### src/rtl/ibwt_decoder_pkg.sv
// ---------------------------------------------------------------------------
// ibwt_decoder_pkg
// Shared definitions for the inverse Burrows-Wheeler transform decoder:
// default symbol width, default block length and the controller state type.
// ---------------------------------------------------------------------------
package ibwt_decoder_pkg;

  localparam int IBWT_ELEMENT_LEN = 8;  // symbol width in bits
  localparam int IBWT_STRING_LEN  = 8;  // block length in symbols

  typedef enum logic [1:0] {
    IDLE   = 2'd0,
    BUILD  = 2'd1,
    DECODE = 2'd2,
    STREAM = 2'd3
  } state_e;

endpackage

### src/rtl/ibwt_lf_rank.sv
// ---------------------------------------------------------------------------
// ibwt_lf_rank
// Combinational LF-mapping rank for one entry k of the BWT last column:
//   lf = #{j : L[j] < L[k]} + #{j < k : L[j] == L[k]}
// Ties are broken by position, so equal symbols keep their original order.
// Ports:
//   l_buf_i  last column L[0..STRING_LEN-1]
//   k_i      entry being ranked
//   lf_o     LF[k]; always fits, since the sum is at most STRING_LEN-1
// ---------------------------------------------------------------------------
module ibwt_lf_rank #(
  parameter int STRING_LEN  = 8,
  parameter int ELEMENT_LEN = 8
) (
  input  logic [ELEMENT_LEN-1:0]        l_buf_i [0:STRING_LEN-1],
  input  logic [$clog2(STRING_LEN)-1:0] k_i,
  output logic [$clog2(STRING_LEN)-1:0] lf_o
);

  localparam int IW = $clog2(STRING_LEN);

  logic [ELEMENT_LEN-1:0] sym_k;
  logic [IW-1:0]          acc;

  // NOTE: combinational logic uses blocking '=' and assigns every output a
  // default first, so no path through the block can infer a latch.
  always_comb begin
    sym_k = l_buf_i[k_i];
    acc   = '0;
    for (int j = 0; j < STRING_LEN; j++) begin
      if ((l_buf_i[j] < sym_k) || ((l_buf_i[j] == sym_k) && (j < int'(k_i))))
        acc = acc + IW'(1);
    end
    lf_o = acc;
  end

endmodule

### src/rtl/ibwt_decoder.sv
// ---------------------------------------------------------------------------
// ibwt_decoder
// Inverse Burrows-Wheeler transform of one block. A block is captured on
// start, then:
//   BUILD  : STRING_LEN cycles, one LF table entry per cycle
//   DECODE : STRING_LEN cycles, walking p <- LF[p] and filling S from the end
//   STREAM : S[0..STRING_LEN-1] is offered with a valid/ready handshake
// Ports:
//   clk, rst   clock; asynchronous active-high reset
//   start      one-cycle request, honoured only while idle
//   data_in    BWT last column L[0..STRING_LEN-1]
//   prim_idx   sorted-row index of the original string
//   busy       high while a block is in flight
//   out_data   reconstructed symbol (zero when out_valid is low)
//   out_valid  out_data is valid
//   out_ready  consumer accepts out_data this cycle
//   done       one-cycle pulse after the final symbol is accepted
// ---------------------------------------------------------------------------
module ibwt_decoder
  import ibwt_decoder_pkg::*;
#(
  parameter int STRING_LEN  = IBWT_STRING_LEN,
  parameter int ELEMENT_LEN = IBWT_ELEMENT_LEN
) (
  input  logic                          clk,
  input  logic                          rst,
  input  logic                          start,
  input  logic [ELEMENT_LEN-1:0]        data_in [0:STRING_LEN-1],
  input  logic [$clog2(STRING_LEN)-1:0] prim_idx,
  output logic                          busy,
  output logic [ELEMENT_LEN-1:0]        out_data,
  output logic                          out_valid,
  input  logic                          out_ready,
  output logic                          done
);

  localparam int            IW   = $clog2(STRING_LEN);
  localparam logic [IW-1:0] LAST = IW'(STRING_LEN - 1);

  state_e        state_q, state_d;
  logic [IW-1:0] cnt_q, cnt_d;   // k in BUILD, n in DECODE, c in STREAM
  logic [IW-1:0] p_q, p_d;
  logic          done_q, done_d;

  logic [ELEMENT_LEN-1:0] l_buf_q [0:STRING_LEN-1];
  logic [IW-1:0]          lf_q    [0:STRING_LEN-1];
  logic [ELEMENT_LEN-1:0] s_buf_q [0:STRING_LEN-1];

  logic [IW-1:0] lf_k;
  logic          cnt_last;
  logic          xfer;

  ibwt_lf_rank #(
    .STRING_LEN (STRING_LEN),
    .ELEMENT_LEN(ELEMENT_LEN)
  ) u_lf_rank (
    .l_buf_i(l_buf_q),
    .k_i    (cnt_q),
    .lf_o   (lf_k)
  );

  assign cnt_last  = (cnt_q == LAST);
  assign out_valid = (state_q == STREAM);
  assign xfer      = out_valid && out_ready;
  assign busy      = (state_q != IDLE);
  assign done      = done_q;
  // Gated so that the unreset symbol buffer never reaches the port.
  assign out_data  = out_valid ? s_buf_q[cnt_q] : '0;

  // The counter wraps to zero on its last value (STRING_LEN is a power of
  // two), so each phase starts the next one with a cleared index.
  always_comb begin
    state_d = state_q;
    cnt_d   = cnt_q;
    p_d     = p_q;
    done_d  = 1'b0;
    case (state_q)
      IDLE: begin
        if (start) begin
          state_d = BUILD;
          cnt_d   = '0;
          p_d     = prim_idx;
        end
      end
      BUILD: begin
        cnt_d = cnt_q + 1'b1;
        if (cnt_last) state_d = DECODE;
      end
      DECODE: begin
        cnt_d = cnt_q + 1'b1;
        p_d   = lf_q[p_q];
        if (cnt_last) state_d = STREAM;
      end
      STREAM: begin
        if (xfer) begin
          cnt_d = cnt_q + 1'b1;
          if (cnt_last) begin
            state_d = IDLE;
            done_d  = 1'b1;
          end
        end
      end
      default: state_d = IDLE;
    endcase
  end

  // NOTE: clocked state uses non-blocking '<=' so every register samples
  // the values from before the edge, independent of statement order.
  always_ff @(posedge clk or posedge rst) begin
    if (rst) begin
      state_q <= IDLE;
      cnt_q   <= '0;
      p_q     <= '0;
      done_q  <= 1'b0;
    end else begin
      state_q <= state_d;
      cnt_q   <= cnt_d;
      p_q     <= p_d;
      done_q  <= done_d;
    end
  end

  // NOTE: the buffers have no reset; each is fully rewritten before it is
  // read, and leaving them unreset lets them map onto plain storage.
  always_ff @(posedge clk) begin
    if (state_q == IDLE && start) l_buf_q <= data_in;
    if (state_q == BUILD)         lf_q[cnt_q] <= lf_k;
    if (state_q == DECODE)        s_buf_q[LAST - cnt_q] <= l_buf_q[p_q];
  end

endmodule
### config.mk
export PLATFORM = sky130hd
export DESIGN_NAME = ibwt_decoder
export DESIGN_NICKNAME = d
export VERILOG_FILES = /design/src/rtl/ibwt_decoder_pkg.sv /design/src/rtl/ibwt_lf_rank.sv /design/src/rtl/ibwt_decoder.sv
export SDC_FILE = /design/constraint.sdc
export NUM_CORES = 1
export LEC_CHECK = 0
export ABC_AREA = 1
export BUFFER_PORTS_ARGS = -buffer_cell sky130_fd_sc_hd__clkbuf_2
export CAP_MARGIN = 10
export CORE_ASPECT_RATIO = 0.75
export CORE_MARGIN = 5
export CORE_UTILIZATION = 35
export CTS_CLUSTER_SIZE = 30
export DETAILED_ROUTE_END_ITERATION = 7
export PLACE_DENSITY = 0.58
export SYNTH_ARGS = -nofsm -noshare
export SYNTH_HDL_FRONTEND = slang
export SYNTH_SLANG_ARGS = --single-unit
### constraint.sdc
create_clock -name clk -period 7.35 [get_ports clk]
set_input_delay 1.1025 -clock clk [delete_from_list [all_inputs] [get_ports clk]]
set_output_delay 1.1025 -clock clk [all_outputs]
set_load 0.01 [all_outputs]
==> impl_metrics.ini <==
[status]
run_status = completed

[cells_and_area]
layout-drive-gt1-share = 0.1553
fin_nets = 1076
diodes = 0
utilization = 0.4158
syn_to_final_growth_pct = 15.92

[grt]
grt_max_degree = 61
grt.total_usage = 0.1832
antenna_found_initial = 0
grt_pass1_vias = 6442
grt_pass1_wl_um = 38900
grt-ovfl-total = 0

[critical_path]
slowest_delay_ns = 0.53
start_kind = flip-flop
path_delay_family = simple AND/OR/NAND/NOR gates
cp_max_fo = 8
crit_path_frequent_cell = nand2_1
worstSetupPathType = reg -> reg
arrival_ns = 6.83
cpMaxStageDelayCell = dfrtp_1
required_ns = 7.48
path_buf_inv = 8
critPathCaptureType = flip-flop

[synthesis]
synthMostInstantiatedCell = edfxtp_1
synth_cells = 843
synth_top_area_cell = edfxtp_1
synthAdderAreaFrac = 0.1109
synth-edff-count = 152
yosysUniqueCellTypes = 41
syn-num-nets = 991
synth-simple-area-share = 0.1353
netlist_top_cells_count = edfxtp_1, nand2_1, inv_1
yosysWarningCount = 0
netlist_area_um2 = 8686
synthArstFlopShare = 0.05590
synth_top_area_frac = 0.5255
synth.area.top_cells = edfxtp_1, ha_1, nand2_1
synth_top_family_by_area = compound AO/OA/AOI/OAI gates
synth_mux_area_frac = 0
synth_compound_area_frac = 0.1445
synthFlopType = edfxtp_1
avgSynthCellArea_um2 = 10.30
ys_ff_latch = 161
synthXorXnorAreaFrac = 0.003025
synth-seq-area-share = 0.5514

[drt]
drcViolationCount = 0
wirelength_um = 25290
antenna_left = 0
vias_per_cell = 5.331
drtIter0Drc = 746
dr.pass1.iters = 6
route.detailed.wl_per_inst_um = 19.90
num_vias = 6776

[cts]
cts-root-buf = clkbuf_16
clkSinkCount = 161
max-clock-path-buffers = 2
cts_tree = yes
numCtsBuffers = 17
cts_max_level = 4
clock_latency_ns = 0.44
cts.clk_slew.worst_paths_ns = 0.06

[floorplan]
rows = 49
die_x_um = 191.9
io_pins = 82
fp.dieH_um = 146.4
dieArea_um2 = 28100
start_util = 0.3587
fp.coreArea_um2 = 24220

[sta]
tightest_slew_ns = 1.078
setup_viol = 0
finalHoldViolations = 0
relSlewSlack = 0.2785
final.min_clock_period_ns = 6.699
final.setup.tns_ns = 0
layout_worst_path_cycle_share = 0.9114
rsz0062_at_grt = no
drv_slew = 0
fmax_ghz = 0.1493
skew_ns = 0.01003

[place]
dp_hpwl_um = 18520
globalplace.congestion = 0.9183
port_buffers = 81

[worst_hold_path]
worst_hold_path_type = in -> async

[job]
cap_violations = 0
==> final timing paths <==
check | startpoint | end | slack, ns | cells past startpoint
worst max-delay path | cnt_q[2] | lf_q[4][1] | 0.65 | 37
worst min-delay path | rst | cnt_q[0] | 0.62 | 2
worst max register to register | cnt_q[2] | lf_q[4][1] | 0.65 | 37
worst min register to register | state_q[1] | state_q[1] | 0.66 | 2
max in group asynchronous | rst | state_q[1] | 6.46 | 2
min in group clk | state_q[1] | state_q[1] | 0.66 | 2
==> through the flow <==
| stage | cell area, um^2 | cells | setup WS, ns | hold WS [ns] |
|---|---|---|---|---|
| finish | 10070 | 1271 | 0.6515 | 0.6163 |
| global route | 10070 | 1271 | 0.09587 | 0.6336 |
| CTS | 10050 | 1269 | 0.6782 | 0.6132 |
| detailed placement | 9468 | 1238 | 0.6650 | 0.6280 |
| global placement | 9468 | 1238 | 0.7232 | 0.6243 |
| floorplan | 8686 | 843 | 1.696 | 0.5796 |
==> kinds of logic after synthesis <==
| family | after synthesis |
|---|---|
| AOI/OAI and AO/OA | 198 |
| xor gates and xnor gates | 3 |
| adders and majority gates | 77 |
| buffers and inverters | 127 |
| DFF | 161 |
| and+or+nand+nor | 277 |
==> cell type report <==
| class | count | area, um^2 |
|---|---|---|
| clock buffer | 19 | 432.9 |
| inverter | 103 | 390.4 |
| fill | 2306 | 14150 |
| timing repair buffer | 90 | 473.0 |
| multi-input combinational | 555 | 3420 |
| clock inverter | 12 | 148.9 |
| tap | 331 | 414.1 |
| sequential | 161 | 4790 |
==> state kept, by name, summed over array words and instances, names as in the netlist <==
register  count
l_buf_q      64
s_buf_q      64
lf_q         24
cnt_q         3
p_q           3
state_q       2
done          1
==> routing by layer <==
layer  vias up  track usage  wire (um)
met2       342       0.2495      10170
met5         -            0          0
met4         0      0.04307        341
li1       3194            -          -
met1      3207       0.2856      12360
met3        33      0.05155       2414
==> layout by cell type, fill, tap and decap left out, types with 12 or more instances in the layout <==
| master | instances |
|---|---|
| a221oi_1 | 17 |
| edfxtp_1 | 152 |
| inv_1 | 94 |
| nand3_1 | 33 |
| o21ai_0 | 62 |
| nand2_1 | 142 |
| a31oi_1 | 15 |
| o22ai_1 | 12 |
| clkbuf_2 | 81 |
| a21oi_1 | 40 |
| a22oi_1 | 20 |
| ha_1 | 77 |
| nor2_1 | 72 |
| clkbuf_16 | 17 |
==> what timing repair did <==
action,in CTS,in global routing
hold buffers,0,0
resized for setup,0,1
endpoints found under the setup margin,0,16
setup buffers,0,2
Power is not shown: default switching activity piles up to over one toggle a cycle in this logic, so the estimate is an artifact.
